## src/rtl/abuf_reader_if.sv

```systemverilog
// Playback-side bundle of abuf_reader: control in, abuf read port, DSP sample output, interrupt.
// master = the reader itself, slave = register bank / abuf / dsp_unit side.
interface abuf_reader_if #(
    parameter int BUFFER_SIZE = 32,
    parameter int DATA_W      = 24,
    parameter int AW          = $clog2(4 * BUFFER_SIZE)
);
    logic              play;
    logic [31:0]       clk_div;
    logic [AW-1:0]     rd_addr;
    logic [DATA_W-1:0] rd_data;
    logic [DATA_W-1:0] audio0;
    logic [DATA_W-1:0] audio1;
    logic              tick;
    logic              buf_sel;
    logic              irq;
    logic              irqack;
    logic              irq_err;

    modport master (
        input  play, clk_div, rd_data, irqack,
        output rd_addr, audio0, audio1, tick, buf_sel, irq, irq_err
    );

    modport slave (
        output play, clk_div, rd_data, irqack,
        input  rd_addr, audio0, audio1, tick, buf_sel, irq, irq_err
    );
endinterface

```

## src/rtl/abuf_reader.sv

```systemverilog
// Ping-pong abuf playback at sample rate; first tick div_q+2 cycles after play rise, then every div_q.
// No backpressure: rd_data is combinational, dsp_unit must accept every tick.
module abuf_reader #(
    parameter int BUFFER_SIZE = 32,
    parameter int DATA_W      = 24,
    parameter int AW          = $clog2(4 * BUFFER_SIZE)
) (
    input  logic          clk,
    input  logic          rst,
    abuf_reader_if.master bus
);
    localparam int IW = $clog2(BUFFER_SIZE);

    typedef enum logic [1:0] {IDLE, FETCH_L, FETCH_R, OUT} state_t;

    state_t            state_q, state_d;
    logic [31:0]       div_q, cnt_q;
    logic              play_q, tc, play_rise;
    logic [IW-1:0]     idx_q;
    logic              buf_sel_q, irq_q, irq_err_q, tick_q;
    logic [AW-1:0]     rd_addr_q;
    logic [DATA_W-1:0] cap_l, cap_r, audio0_q, audio1_q;

    assign tc        = (cnt_q == div_q - 32'd1);
    assign play_rise = bus.play && !play_q;

    always_ff @(posedge clk) begin
        if (rst) state_q <= IDLE;
        else     state_q <= state_d;
    end

    always_comb begin
        state_d = state_q;
        case (state_q)
            IDLE:    if (tc) state_d = FETCH_L;
            FETCH_L: state_d = FETCH_R;
            FETCH_R: state_d = OUT;
            OUT:     state_d = IDLE;
            default: state_d = IDLE;
        endcase
        if (!bus.play) state_d = IDLE;
    end

    always_ff @(posedge clk) begin
        if (rst) begin
            play_q    <= 1'b0;
            div_q     <= 32'd4;
            cnt_q     <= '0;
            idx_q     <= '0;
            buf_sel_q <= 1'b0;
            irq_q     <= 1'b0;
            irq_err_q <= 1'b0;
            tick_q    <= 1'b0;
            rd_addr_q <= '0;
            cap_l     <= '0;
            cap_r     <= '0;
            audio0_q  <= '0;
            audio1_q  <= '0;
        end else begin
            play_q <= bus.play;
            tick_q <= 1'b0;
            if (play_rise) begin
                // Floor of 4 keeps the 3-cycle fetch sequence back in IDLE before the next TC.
                div_q     <= (bus.clk_div < 32'd4) ? 32'd4 : bus.clk_div;
                irq_err_q <= 1'b0;
            end
            if (bus.irqack) irq_q <= 1'b0;

            if (!bus.play) begin
                cnt_q     <= '0;
                idx_q     <= '0;
                buf_sel_q <= 1'b0;
                audio0_q  <= '0;
                audio1_q  <= '0;
            end else begin
                cnt_q <= tc ? 32'd0 : cnt_q + 32'd1;
                case (state_q)
                    IDLE: if (tc) rd_addr_q <= {buf_sel_q, idx_q, 1'b0};
                    FETCH_L: begin
                        cap_l     <= bus.rd_data;
                        rd_addr_q <= rd_addr_q + AW'(1);
                    end
                    FETCH_R: cap_r <= bus.rd_data;
                    OUT: begin
                        audio0_q <= cap_l;
                        audio1_q <= cap_r;
                        tick_q   <= 1'b1;
                        idx_q    <= idx_q + IW'(1);
                        // Buffer fully consumed; set is ordered after the ack so it wins a tie.
                        if (idx_q == IW'(BUFFER_SIZE - 1)) begin
                            buf_sel_q <= ~buf_sel_q;
                            irq_q     <= 1'b1;
                            if (irq_q) irq_err_q <= 1'b1;
                        end
                    end
                    default: ;
                endcase
            end
        end
    end

    assign bus.rd_addr = rd_addr_q;
    assign bus.audio0  = audio0_q;
    assign bus.audio1  = audio1_q;
    assign bus.tick    = tick_q;
    assign bus.buf_sel = buf_sel_q;
    assign bus.irq     = irq_q;
    assign bus.irq_err = irq_err_q;
endmodule
```

## src/flat_wrapper.sv

```systemverilog
// flat-port wrapper written by rule: the top's interface ports become plain ports
module abuf_reader_flat 
#(
    parameter int BUFFER_SIZE = 32,
    parameter int DATA_W      = 24,
    parameter int AW          = $clog2(4 * BUFFER_SIZE)
)
  (clk, rst, bus_play, bus_clk_div, bus_rd_data, bus_irqack, bus_rd_addr, bus_audio0, bus_audio1, bus_tick, bus_buf_sel, bus_irq, bus_irq_err);
  abuf_reader_if #(.BUFFER_SIZE(BUFFER_SIZE), .DATA_W(DATA_W), .AW(AW)) bus_i ();
  input  logic clk;
  input  logic rst;
  input wire logic [$bits(bus_i.play)-1:0] bus_play;
  input wire logic [$bits(bus_i.clk_div)-1:0] bus_clk_div;
  input wire logic [$bits(bus_i.rd_data)-1:0] bus_rd_data;
  input wire logic [$bits(bus_i.irqack)-1:0] bus_irqack;
  output wire logic [$bits(bus_i.rd_addr)-1:0] bus_rd_addr;
  output wire logic [$bits(bus_i.audio0)-1:0] bus_audio0;
  output wire logic [$bits(bus_i.audio1)-1:0] bus_audio1;
  output wire logic [$bits(bus_i.tick)-1:0] bus_tick;
  output wire logic [$bits(bus_i.buf_sel)-1:0] bus_buf_sel;
  output wire logic [$bits(bus_i.irq)-1:0] bus_irq;
  output wire logic [$bits(bus_i.irq_err)-1:0] bus_irq_err;
  assign bus_i.play = bus_play;
  assign bus_i.clk_div = bus_clk_div;
  assign bus_i.rd_data = bus_rd_data;
  assign bus_i.irqack = bus_irqack;
  assign bus_rd_addr = bus_i.rd_addr;
  assign bus_audio0 = bus_i.audio0;
  assign bus_audio1 = bus_i.audio1;
  assign bus_tick = bus_i.tick;
  assign bus_buf_sel = bus_i.buf_sel;
  assign bus_irq = bus_i.irq;
  assign bus_irq_err = bus_i.irq_err;
  abuf_reader #(.BUFFER_SIZE(BUFFER_SIZE), .DATA_W(DATA_W), .AW(AW)) u_core (.clk(clk), .rst(rst), .bus(bus_i));
endmodule
```

## config.mk

```make
export PLATFORM = sky130hd
export DESIGN_NAME = abuf_reader_flat
export DESIGN_NICKNAME = d
export VERILOG_FILES = /design/src/rtl/abuf_reader_if.sv /design/src/rtl/abuf_reader.sv /design/src/flat_wrapper.sv
export SDC_FILE = /design/constraint.sdc
export NUM_CORES = 1
export LEC_CHECK = 0
export BUFFER_PORTS_ARGS = -buffer_cell sky130_fd_sc_hd__buf_2
export CAP_MARGIN = 30
export CELL_PAD_IN_SITES_DETAIL_PLACEMENT = 0
export CELL_PAD_IN_SITES_GLOBAL_PLACEMENT = 1
export CORE_MARGIN = 2
export CORE_UTILIZATION = 30
export CTS_CLUSTER_SIZE = 16
export DETAILED_ROUTE_END_ITERATION = 16
export GPL_ROUTABILITY_DRIVEN = 0
export PLACE_DENSITY = 0.72
export SETUP_SLACK_MARGIN = 0.4
export SLEW_MARGIN = 20
export SYNTH_ARGS = -nofsm -noshare
export SYNTH_HDL_FRONTEND = slang
export SYNTH_SLANG_ARGS = --single-unit
```

## constraint.sdc

```tcl
create_clock -name clk -period 4 [get_ports clk]
set_clock_uncertainty 0.15 [all_clocks]
set_input_delay 0 -clock clk [delete_from_list [all_inputs] [get_ports clk]]
set_output_delay 0 -clock clk [all_outputs]
set_load 0.01 [all_outputs]
```

After elaboration in Yosys (flattened, before gate mapping)
Cells that the tools add are included.
{ "word_totals": {"out_inout_bits": 59, "ramBits": 0, "inputBits": 60, "mem_bits_ro": 0, "latchBits": 0, "regBits": 179, "mem_count": 0, "wordCells": 52} }
{ "classes": {"mul": 0, "muxes": 15, "n_div": 0, "shift": 0, "n_eq_ne": 6, "n_reduce_logical": 10, "n_lt_le_gt_ge": 1, "addsub": 4, "n_bitwise": 2} }
{ "ops": {"columns": ["op", "n"], "rows": [
  ["adder 32 x 1 -> 32 bit (second input constant)", 1],
  ["equality test 32 bit", 1],
  ["< comparator 32 x 3 -> 1 bit (second input constant)", 1],
  ["two-way mux 32 bit", 1],
  ["subtractor 32 x 1 -> 32 bit (second input constant)", 1],
  ["case mux 7 bit (2 select lines)", 1],
  ["two-way mux 1 bit", 10],
  ["case mux 2 bit (4 select lines)", 1],
  ["adder 7 x 1 -> 7 bit (second input constant)", 1],
  ["two-way mux 7 bit", 1],
  ["AND reduction 2 bit", 3],
  ["adder 5 x 1 -> 5 bit (second input constant)", 1],
  ["equality test 5 bit (second input constant)", 1],
  ["equality test 2 bit (second input constant)", 2],
  ["AND reduction 3 bit", 1],
  ["OR reduction 3 bit", 1],
  ["equality test 2 x 1 -> 1 bit (second input constant)", 1],
  ["zero test 2 bit", 1],
  ["two-way mux 2 bit", 1],
  ["!= test 2 x 1 -> 1 bit (second input constant)", 1],
  ["NOT 1 bit", 2],
  ["nonzero test 2 bit", 1],
  ["OR reduction 2 bit", 1],
  ["logical AND 1 bit", 1],
  ["zero test 1 bit", 1]
]} }

Longest topological paths before layout
Gate-level depths: netlist (run 1).
{ "depth": {"ltp_word": 7, "depth_mapped": 14, "ltp_nobuf": 11} }

Worst setup path before layout (run 1)
OpenSTA, ideal clock, no wires.
{ "synth_path": {"path_kind": "register to register", "start": "register u_core.div_q[8]", "end": "register u_core.rd_addr_q[1], in the netlist u_core.bus.rd_addr[1]", "synth_period_minus_slack_ns": 3.468, "required_ns": 3.764, "setup_time_ns": 0.086, "setup_slack_ns": 0.532, "t_arrival_ns": 3.233, "path_buffers": 2, "stages_incl_launch_ff": 12, "cell_sequence": "dfxtp_1 -> or4_1 -> buf_2 -> or4_4 -> or4_1 -> o31ai_1 -> o2111ai_1 -> nor4_2 -> nand4_2 -> and2_0 -> clkbuf_2 -> a211oi_1"} }
{ "synth_via": {"elab_chain_cells": 4} }
{ "synth_lines": {"columns": ["item", "line", "rtl"], "rows": [
  ["from (decl)", "abuf_reader.sv:17", "logic [31:0] div_q, cnt_q;"],
  ["from (signal assigned)", "abuf_reader.sv:64", "div_q <= (bus.clk_div < 32'd4) ? 32'd4 : bus.clk_div;"],
  ["subtractor 32 x 1 -> 32 bit", "abuf_reader.sv:24", "assign tc = (cnt_q == div_q - 32'd1);"],
  ["equality test 32 bit", "abuf_reader.sv:24", null],
  ["!= test 2 x 1 -> 1 bit (no line)", null, null],
  ["AND reduction 3 bit (no line)", null, null],
  ["to (signal assigned)", "abuf_reader.sv:78", "IDLE: if (tc) rd_addr_q <= {buf_sel_q, idx_q, 1'b0};"],
  ["to (signal assigned)", "abuf_reader.sv:81", "rd_addr_q <= rd_addr_q + AW'(1);"],
  ["to (decl)", "abuf_reader.sv:21", "logic [AW-1:0] rd_addr_q;"]
]} }
No other way between the ends.
A chain may end at the register's enable or synchronous reset.

Worst setup path after layout (run 1)
{ "layout_path": {"start": "register u_core.div_q[9]", "end": "register u_core.rd_addr_q[3], in the netlist u_core.bus.rd_addr[3]"} }
Same word-level chain as after synthesis.

==> results of run 1 <==
[cell families after synthesis]
kind of cell               after synthesis
and+or+nand+nor                        428
DFF                                    179
AOI/OAI and AO/OA                      150
buffers and inverters                   79
xor gates and xnor gates                72
muxes                                   50
adders and majority gates               10
[cell type report]
class	count	area, um^2	area share
Multi-Input combinational cell	710	4200	0.396
Sequential cell	179	3590	0.338
Timing Repair Buffer	237	1750	0.165
Clock buffer	17	425	0.0401
Tap cell	335	419	0.0395
Clock inverter	15	158	0.0149
Inverter	19	71.3	0.00672
[per-layer routing]
layer	part of all wire	vias to the layer above	GRT usage	routed length, um
li1	-	3683	-	-
met1	0.44	3336	0.194	9750
met2	0.49	136	0.277	10900
met3	0.058	23	0.0475	1300
met4	0.011	2	0.0457	239
met5	0.00059	-	0	13
[what timing repair did]
item                                   in CTS  in global routing
setup endpoints to repair                  41                 40
gates cloned                                0                  0
gates resized for setup                    17                 11
pin swaps                                   4                 12
hold buffers                               90                  0
buffers inserted                            3                  6
endpoints found under the hold margin      88                  0
[worst max-delay path, stage by stage, from the launching register on]
cell,delay [ns]
dfxtp_4,0.36
or4_4,0.57
buf_6,0.14
or4_4,0.53
or4_4,0.43
a22oi_2,0.12
nand4_1,0.14
nor4_4,0.36
nand4_2,0.21
buf_6,0.18
a22oi_2,0.17
o32ai_2,0.11
[layout by cell type (no fill, tap or decap), types with 3 or more instances in the layout]
cell type	n
o21ai_0	10
ha_1	9
o2111ai_1	3
o211ai_1	3
o31ai_1	5
nand3_1	31
xor2_1	34
a21oi_1	90
buf_2	118
clkbuf_16	17
inv_6	5
inv_1	18
nand4_1	13
dlygate4sd3_1	90
and2_1	5
nor2b_1	5
nand4b_1	3
xnor2_1	38
inv_8	5
a22oi_2	4
nor4_1	14
a31oi_1	4
and3_1	10
nor3_1	14
dfxtp_1	176
or3_1	6
buf_6	3
nand2_1	185
nand2b_1	4
buf_4	23
mux2i_1	50
a211oi_1	4
nor2_1	114
or4_4	6
[through the flow]
| stage | setup slack (ns) | hold slack (ns) |
|---|---|---|
| 2_1_floorplan | 0.532 | -0.0283 |
| 3_3_place_gp | 0.122 | 0.0986 |
| 3_5_place_dp | 0.0938 | 0.106 |
| 4_1_cts | 0.402 | 0.0722 |
| 5_1_grt | 0.278 | 0.108 |
| 6_report | 0.399 | 0.0796 |
[synth_stat cells, types with 2 or more instances]
master and instances:
nand2_1 187, dfxtp_1 179, nor2_1 114, a21oi_1 90
mux2i_1 50, clkbuf_1 48, xnor2_1 38, xor2_1 34
nand3_1 31, inv_1 18, nor3_1 14, nor4_1 14
nand4_1 13, and3_1 10, ha_1 10, o21ai_0 10
buf_1 7, or3_1 7, or4_1 7, a22oi_1 6
nor2b_1 6, o31ai_1 6, a211oi_1 5, and2_1 5
a31oi_1 4, buf_2 4, nand2b_1 4, o2111ai_1 4
nand4b_1 3, o211ai_1 3, o32ai_1 3, a21bo_2 2
a221oi_1 2, a311oi_1 2, a41oi_1 2, and4_1 2
nand3b_1 2, o31a_1 2, or2_2 2
[where the power goes]
group / switching (mW) / total, mW / internal [mW]
Clock: 0.810 / 1.65 / 0.840
Combinational: 0.183 / 0.369 / 0.186
Sequential: 0.0309 / 1.83 / 1.80
[sequential cells by signal, summed over array words and instances (netlist names), 2 cells and up]
register and cells:
u_core.bus.audio1 24, u_core.state_q 2, u_core.cap_r 24, u_core.idx_q 5
u_core.bus.rd_addr 7, u_core.bus.audio0 24, u_core.div_q 32, u_core.cnt_q 32
u_core.cap_l 24
[final timing paths]
kind	from	endpoint	slack (ns)	cells after the start
setup / recovery	u_core.div_q[9]$_SDFFE_PP0P_	u_core.bus.rd_addr[3]$_SDFFE_PP0P_	0.40	11
hold / removal	rst	u_core.div_q[2]$_SDFFE_PP1P_	0.08	3
setup reg to reg	u_core.div_q[9]$_SDFFE_PP0P_	u_core.bus.rd_addr[3]$_SDFFE_PP0P_	0.40	11
hold reg to reg	u_core.cap_l[15]$_SDFFE_PP0P_	u_core.cap_l[15]$_SDFFE_PP0P_	0.31	2
==> results.md, run 1 <==
* Worst-path fanout max at 6
* TNS Setup at 0 ns
* Total die area at approximately 0.028 mm^2
* Area share of and/or/nand/nor cells after synthesis at 0.241
* Fmax at 0.278 GHz
* Hpwl dp at ~15 mm
* Post-route DRC at 0
* Via density per instance at about 4.7
* RSZ-0062 raised after global routing: yes
* Final Non-Filler Cells at ~1,500
* WP data arrival at roughly 3.7 ns
* CTS tree: yes
* Vias after detailed routing at 7,180
* Routed Antenna Nets at 0
* Worst hold path type: input port to flip-flop
* DRT iter0 DRCs at 341
* TritonCTS Buffers at 17
* Setup violations, final at 0
* Max cap viols at 0
* Netlist cell types at 57
* Yosys warnings at 0
* Post-synthesis area per instance at just over 8 um^2
* Req. time, crit path at between 4 and 5 ns
* Avg WL per Cell at 14.7 um
* Mux cell area share after synthesis at 0.0628
* Core Region at 0.0261 mm^2
* PD cells at 363 mW/mm^2
* Crit Path Class: flip-flop to flip-flop
* Crit share post-route at 0.900
* Main combinational cell family by area after synthesis: simple AND/OR/NAND/NOR gates
* Die height at 167 um
* Pwr Total at between 3 and 4 mW
* Status: completed
* Syn nets at 1,038
* Routed wire length at 22.2 mm
* Worst skew pair latency at 0.43 ns
* Top cells by area, synth: dfxtp_1, nand2_1, mux2i_1
* Sink Count at between 150 and 200
* Final instance area at 0.0106 mm^2
* FFs w/ async S/R, synth at 0
* First-pass GRT wire length at between 30 and 40 mm
* Post-Synth XOR/XNOR Area at 0.0792
* Fin nets at about 1,200
* Buffers added on ports at about 120
* Placement Cell Area at 0.00895 mm^2
* Clock Tree Root: clkbuf_16
* Syn Inst Count at approximately 970
* Top FF cell, synth: dfxtp_1
* Share of the synthesized area in the top cell type at 0.450
* Inst Count DP at 1,381
* Flops & latches, synth at 179
* Share of post-route cells with drive strength above 1 at 0.179
* Die Wd at 167 um
* Area grow syn2layout at 33.3%
* Crit. End Element: flip-flop
* Compound-Gate Fraction of Synth Area at 0.114
* Starting density of the core at 0.306
* Clock slew at reported path FFs at 0.07 ns
* Register area share after synthesis at 0.450
* EDFF count, synth at 0
* Fillers at 2,638
* Clock Tree Buf Depth at 2
* Fin. Hold Viols at 0
* Largest area contributor in the netlist: dfxtp_1
* Min cycle time layout at 3.60 ns
* TritonRoute pass-1 iters at 4
* Slew HR at 0.534
* GRT Residual Overflow at 0
* H-tree levels at 4
* Vias in the first global route at 7,146
* # IOs at 119
* Leak at 3.99 nW
* Final Slew Violations at 0
* Initial antenna violation count at 1
* Worst vdd rail ir drop at 0.293 mV
* Adder-cell share of the synthesized area at 0.0157
* All-Layer GR Usage at 0.161
* Cell area after synthesis at 0.00796 mm^2
* FP Rows at 59
* Fin util at 0.407
* Largest net degree at the start of global routing at 61
* Startpoint Class: flip-flop
* Ant. Diodes at 0
* Worst-Margin Slew at about 0.70 ns
Note: power is estimated with default switching activity, not from simulation.
==> run 2: changes to the inputs <==
- ABC_AREA: not set -> 1
- PLACE_DENSITY: 0.72 -> 0.64
==> run 2 against run 1 <==
Net effect: global-route usage grew 1.6 points; synthesized cell count is 24% higher; largest cell class unchanged; critical endpoint is now u_core.div_q[1]$_SDFFE_PP0P_; flip-flop and latch count did not move; highest routed layer is now met4; clock power grew 9%; sequential share of layout area down 0.19 points; largest power group unchanged; utilization shrank 1.4 points; fmax is 6.3% higher; sequential power hardly changed.
==> results.md, run 2 <==
* Status: completed
* Syn nets at 1,266 (+22%)
* Final Non-Filler Cells at 1,753 (+16%)
* Worst skew pair latency at 0.44 ns (about the same)
* CTS tree: yes
* Critical path origin: bus_clk_div[19]
* Clock slew at reported path FFs at 0.08 ns (about the same)
* R2R Setup Slk at 1.06 ns (+0.66 ns)
* Cell area after synthesis at 0.00831 mm^2 (+4.4%)
* Commonest non-fill, non-tap cells in the layout: nand2_1, nor2_1, dfxtp_1
* Switch Pwr at 1.13 mW (+10%)
* Max cap viols at 0 (unchanged)
* Vias after detailed routing at 8,007 (+12%)
* Post-route DRC at 0 (unchanged)
* TritonRoute pass-1 iters at 5 (+1)
* DRT iter0 DRCs at 440 (+29%)
* H-tree levels at 4 (unchanged)
* Crit Reg-Reg Endpoint: u_core.cnt_q[2]$_SDFF_PP0_
* Sink Count at 179 (unchanged)
* Min cycle time layout at 3.39 ns (-0.214 ns)
* WP data arrival at 3.57 ns (-0.17 ns)
* Switching Share at 0.281 (+0.0147)
* Comb pwr share at 0.093 (-0.003)
* Inst Count DP at 1,648 (+19%)
* P_int at 2.89 mW (+2.1%)
* Register area share after synthesis at 0.431 (-0.0190)
* Total die area at 0.0291 mm^2 (+4.3%)
* Top FF cell, synth: dfxtp_1
* Worst-path fanout max at 3 (-3)
* FF-to-FF path depth at 15 (+4)
* Commonest non-fill, non-tap cell in the layout: nand2_1
* Vias in the first global route at 7,818 (+9.4%)
* Cell Chain, Critical Path: dlygate4sd3_1 -> buf_2 -> nor4_1 -> nand4_1 -> or2_2 -> a21oi_1 -> dlygate4sd3_1 -> a211oi_1 -> dlygate4sd3_1
* Sequential Power Share at 0.459 (-0.017)
* Area grow syn2layout at 28.2%
* Largest area contributor in the netlist: dfxtp_1
* TNS Setup at 0 ns (unchanged)
* Clock Power Share at 0.448 (+0.019)
* Setup violations, final at 0 (unchanged)
* CP max stage cell: nor4_1
* Reg-to-Reg Start: u_core.div_q[0]$_SDFFE_PP0P_
* Fin nets at 1,438 (+17%)
* Cell repeated most along the worst path: dlygate4sd3_1
* Leak at 4.44 nW (+11%)
* Crit. End Element: flip-flop
* Count leader, synth: nand2_1
* Startpoint Class: input port
* Hold slack final at 0.188 ns (+0.109 ns)
* FFs w/ async S/R, synth at 0 (unchanged)
* Top cells by area, synth: dfxtp_1, nand2_1, nor2_1
* Routed wire length at 24.9 mm (+12%)
* Starting density of the core at 0.307 (+0.00117)
* Hpwl dp at 17.5 mm (+14%)
* Clock Tree Root: clkbuf_16
* Share of post-route cells with drive strength above 1 at 0.142 (-0.0373)
* Worst vdd rail ir drop at 0.200 mV (-32%)
* TritonCTS Buffers at 17 (unchanged)
* Post-CTS setup buffers at 0 (-3)
* First-pass GRT wire length at 40.4 mm (+10%)
* Worst hold path type: input port to flip-flop
* Fmax at 0.295 GHz (+6.3%)
* Netlist cell types at 36 (-37%)
* Critical Path Max Stage Delay at 0.66 ns (+0.09 ns)
* Flops & latches, synth at 179 (unchanged)
* Core Region at 0.0271 mm^2 (+4.0%)
* Commonest cells in the synthesized netlist: nand2_1, nor2_1, dfxtp_1, inv_1, o21ai_0
* Yosys warnings at 0 (unchanged)
* FP Rows at 60 (+1.7%)
* Worst Hold End: u_core.div_q[13]$_SDFFE_PP0P_
* Buffers added on ports at 118 (unchanged)
* Initial antenna violation count at 0 (-1)
* Fin. Hold Viols at 0 (unchanged)
* Clock Tree Buf Depth at 2 (unchanged)
* Post-cts sizing count at 0 (-17)
* Min-delay src: bus_clk_div[13]
* Share of the synthesized area in the top cell type at 0.431 (-0.0190)
* RSZ-0062 raised after global routing: no
* Post-cts hold buffer count at 72 (-20%)
* # IOs at 119 (unchanged)
* Via density per instance at 4.57 (-3.8%)
* EDFF count, synth at 0 (unchanged)
* All-Layer GR Usage at 0.177 (+0.0159)
* Routed Antenna Nets at 0 (unchanged)
* Hold depth at 4 (+1)
* Largest net degree at the start of global routing at 75 (+23%)
* Syn Inst Count at 1,196 (+24%)
* Avg WL per Cell at 14.2 um (-3.3%)
* Ant. Diodes at 0 (unchanged)
* GRT Residual Overflow at 0 (unchanged)
* Final Slew Violations at 0 (unchanged)
* Post-synthesis area per instance at 6.95 um^2 (-16%)
* Crit Path Class: input port to flip-flop
* Die height at 170 um (+2.1%)
* Die Wd at 170 um (+2.1%)
* Req. time, crit path at 4.18 ns (+0.04 ns)
* Crit share post-route at 0.847 (-0.0535)
* Worst-Margin Slew at 0.910 ns (+0.211 ns)
* PD cells at 376 mW/mm^2 (+3.8%)
* Largest regs: u_core.cnt_q (32), u_core.div_q (32)
* Slew HR at 0.393 (-0.141)
==> run 2: cell types whose count changed in the layout (fill, tap and decap cells not counted), sizes merged, moves of 11 or more <==
cell / delta
a21oi: -27
buf: -20
dlygate4sd3: -18
inv: +66
mux2i: -50
nand2: +103
nor2: +162
nor3: +11
o21ai: +72
xnor2: -22
==> run 2: layout make-up <==
class / count / area [um^2]
clock buffers: 17 / 425
clock inverters: 15 / 218
fillers: 2944 / 16400
inverters: 86 / 325
multi-input cells: 885 / 4220
flip-flops and latches: 179 / 3580
well taps: 372 / 465
repair buffers: 199 / 1420
==> run 2: critical path, delay by kind of cell <==
kind                   cells  cell delay [ns]
AO/OA/AOI/OAI              2             0.16
buffers and inverters      4             1.86
AND/OR/NAND/NOR            3             1.53
==> run 2: kinds of logic after synthesis <==
logic type                 Yosys count  share of synthesized area
AOI/OAI and AO/OA                  160                      0.101
xor gates and xnor gates            45                     0.0491
adders and majority gates           10                     0.0150
buffers and inverters              132                     0.0615
DFF                                179                      0.431
and+or+nand+nor                    670                      0.343
==> run 2: per-stage QoR <==
step | utilization | setup slack [ns] | power (mW) | area, um^2
after floorplan | - | 1.71 | 2.08 | 8310
after global placement | 0.341 | 1.16 | 2.20 | 9230
after detailed placement | 0.342 | 1.09 | 2.20 | 9270
after CTS | 0.392 | 0.552 | 4.05 | 10600
after global routing | 0.393 | 0.437 | 4.17 | 10700
final | 0.393 | 0.613 | 4.01 | 10700
==> run 2: per-layer routing <==
| metal | GRT usage | up-vias | part of all wire |
|---|---|---|---|
| met5 | 0 | - | 0 |
| met4 | 0.0416 | 0 | 0.0079 |
| met3 | 0.0260 | 12 | 0.037 |
| met2 | 0.293 | 157 | 0.46 |
| met1 | 0.242 | 3682 | 0.50 |
| li1 | - | 4156 | - |
==> run 2: worst max-delay path by stage <==
stage	end	cells past startpoint
global route	u_core.div_q[1]$_SDFFE_PP0P_	9
floorplan	u_core.bus.rd_addr[2]$_SDFFE_PP0P_	17
finish	u_core.div_q[1]$_SDFFE_PP0P_	9
detailed placement	u_core.cnt_q[24]$_SDFF_PP0_	15
CTS	u_core.div_q[1]$_SDFFE_PP0P_	9
global placement	u_core.cnt_q[2]$_SDFF_PP0_	15
==> run 2: power by group through the flow <==
stage	clock network (mW)	logic [mW]	registers, mW
3_5_place_dp	0	0.315	1.88
5_1_grt	1.91	0.422	1.85
3_3_place_gp	0	0.315	1.88
4_1_cts	1.84	0.373	1.84
2_1_floorplan	0	0.212	1.87
6_report	1.80	0.373	1.84
==> run 3: changes to the inputs <==
- clock period: 4 -> 3.15 ns (I/O delays scaled with it)
==> run 3 against run 2 <==
Net effect: sequential share of layout area increased by 0.055 points; clock-buffer cell count unchanged; global-route usage decreased by 0.51 points; sequential power increased by 27%; die area unchanged; final cell count about the same; utilization decreased by 0.065 points; via count decreased by 1.3%; critical path depth unchanged.
==> results.md, run 3 (same netlist as run 2, synthesis figures left out) <==
* Status: completed
* All-Layer GR Usage at 0.172 (-0.00512)
* R2R Setup Slk at 0.66 ns (-0.40 ns)
* Hold depth at 4 (unchanged)
* Final Non-Filler Cells at 1,754 (+0.057%)
* Crit Reg-Reg Endpoint: u_core.bus.rd_addr[1]$_SDFFE_PP0P_
* Initial antenna violation count at 0 (unchanged)
* Total die area at 0.0291 mm^2 (unchanged)
* GRT Residual Overflow at 0 (unchanged)
* H-tree levels at 4 (unchanged)
* Setup violations, final at 0 (unchanged)
* Crit. End Element: flip-flop
* Clock slew at reported path FFs at 0.08 ns (about the same)
* Clock Tree Root: clkbuf_16
* Share of post-route cells with drive strength above 1 at 0.149 (+0.00713)
* CTS tree: yes
* Cell Chain, Critical Path: dlygate4sd3_1 -> buf_2 -> nor4_1 -> buf_4 -> nand4_1 -> or2_2 -> a21oi_1 -> dlygate4sd3_1 -> a211oi_1
* Hpwl dp at 17.5 mm (about the same)
* Fin nets at 1,439 (+0.070%)
* Core Region at 0.0271 mm^2 (unchanged)
* RSZ-0062 raised after global routing: no
* FP Rows at 60 (unchanged)
* TritonRoute pass-1 iters at 5 (unchanged)
* Sink Count at 179 (unchanged)
* TritonCTS Buffers at 17 (unchanged)
* First-pass GRT wire length at 39.1 mm (-3.3%)
* Inst Count DP at 1,651 (+0.18%)
* WP data arrival at 2.80 ns (-0.77 ns)
* Final Slew Violations at 0 (unchanged)
* CP max stage cell: dlygate4sd3_1
* Worst-Margin Slew at 0.908 ns (-0.00191 ns)
* Vias after detailed routing at 7,899 (-1.3%)
* Worst vdd rail ir drop at 0.269 mV (+34%)
* Area grow syn2layout at 28.0%
* Min-delay src: bus_rd_data[8]
* Fmax at between 0.3 and 0.4 GHz
* Crit share post-route at 0.840
* Max cap viols at 0 (unchanged)
* PD cells at 474 mW/mm^2 (+26%)
* Commonest non-fill, non-tap cells in the layout: nand2_1, nor2_1, dfxtp_1
* Die height at 170 um (unchanged)
* Worst Hold End: u_core.cap_l[8]$_SDFFE_PP0P_
* Routed wire length at 24.7 mm (-0.92%)
* Via density per instance at 4.50 (-1.4%)
* Req. time, crit path at 3.30 ns (-0.88 ns)
* TNS Setup at 0 ns (unchanged)
* Ant. Diodes at 0 (unchanged)
* FF-to-FF path depth at 17 (+2)
* Hold slack final at 0.194 ns (+0.00529 ns)
* Die Wd at 170 um (unchanged)
* Leak at 4.42 nW (-0.34%)
* Buffers added on ports at 118 (unchanged)
* Worst hold path type: input port to flip-flop
* Fin. Hold Viols at 0 (unchanged)
* Largest net degree at the start of global routing at 55 (-27%)
* Post-route DRC at 0 (unchanged)
* Starting density of the core at 0.307 (unchanged)
* Slew HR at 0.394 (+0.00128)
* Routed Antenna Nets at 0 (unchanged)
* Worst skew pair latency at 0.44 ns (about the same)
* Min cycle time layout at 2.65 ns
* Startpoint Class: input port
* Clock Tree Buf Depth at 2 (unchanged)
* # IOs at 119 (unchanged)
* Largest regs: u_core.cnt_q (32), u_core.div_q (32)
* Worst-path fanout max at 3 (unchanged)
* Commonest non-fill, non-tap cell in the layout: nand2_1
* Crit Path Class: input port to flip-flop
* Vias in the first global route at 7,416 (-5.1%)
* Reg-to-Reg Start: u_core.div_q[1]$_SDFFE_PP0P_
* Critical Path Max Stage Delay at 0.56 ns (-0.10 ns)
* DRT iter0 DRCs at 432 (-1.8%)
* Cell repeated most along the worst path: dlygate4sd3_1
* Avg WL per Cell at 14.1 um (-0.97%)
run 3: where the power goes:
group | internal, mW | leakage, nW | switching (mW)
Combinational | 0.199 | 2.67 | 0.282
Clock | 1.15 | 0.303 | 1.07
Sequential | 2.29 | 1.45 | 0.0436
Total | 3.65 | 4.42 | 1.39
run 3: through the flow:
step | util | cell area, um^2 | worst slack (ns) | total power, mW
global route | 0.393 | 10600 | 0.411 | 5.25
floorplan | - | 8310 | 0.862 | 2.64
global placement | 0.342 | 9280 | 0.473 | 2.80
CTS | 0.391 | 10600 | 0.443 | 5.09
detailed placement | 0.342 | 9280 | 0.480 | 2.79
finish | 0.393 | 10600 | 0.504 | 5.04
run 3: area by class of cell:
cell class | instances | area, um^2
timing repair buffer | 200 | 1390
clock buffer | 17 | 425
sequential | 179 | 3580
multi-input combinational | 885 | 4250
fill | 2843 | 16500
clock inverter | 15 | 203
inverter | 86 | 323
tap | 372 | 465
run 3: layer usage:
layer  up-vias  wire, um  global-route usage
met5         -         0                   0
met3        11       774              0.0300
met1      3596     12200               0.237
met2       133     11400               0.279
li1       4159         -                   -
met4         0       247              0.0405
run 3: timing repair:
| item | 4_1_cts | 5_1_grt |
|---|---|---|
| endpoints found under the hold margin | 87 | 0 |
| resized for setup | 0 | 10 |
| buffers inserted | 0 | 1 |
| hold buffers | 70 | 0 |
| setup endpoints to repair | 0 | 41 |
run 3: worst max path at each step:
stage                                       from                                 end  cells after the start
floorplan           u_core.div_q[0]$_SDFFE_PP0P_  u_core.bus.rd_addr[2]$_SDFFE_PP0P_                     17
global placement    u_core.div_q[0]$_SDFFE_PP0P_  u_core.bus.rd_addr[1]$_SDFFE_PP0P_                     17
detailed placement  u_core.div_q[0]$_SDFFE_PP0P_  u_core.bus.rd_addr[2]$_SDFFE_PP0P_                     17
CTS                 u_core.div_q[0]$_SDFFE_PP0P_  u_core.bus.rd_addr[2]$_SDFFE_PP0P_                     18
global route        u_core.div_q[4]$_SDFFE_PP0P_  u_core.bus.rd_addr[2]$_SDFFE_PP0P_                     17
finish                           bus_clk_div[19]        u_core.div_q[0]$_SDFFE_PP0P_                      9
run 3: worst max-delay path, delay by kind of cell:
| family | cells | cell delay [ns] |
|---|---|---|
| AOI/OAI and AO/OA | 2 | 0.17 |
| and+or+nand+nor | 3 | 1.16 |
| buffers and inverters | 4 | 1.46 |
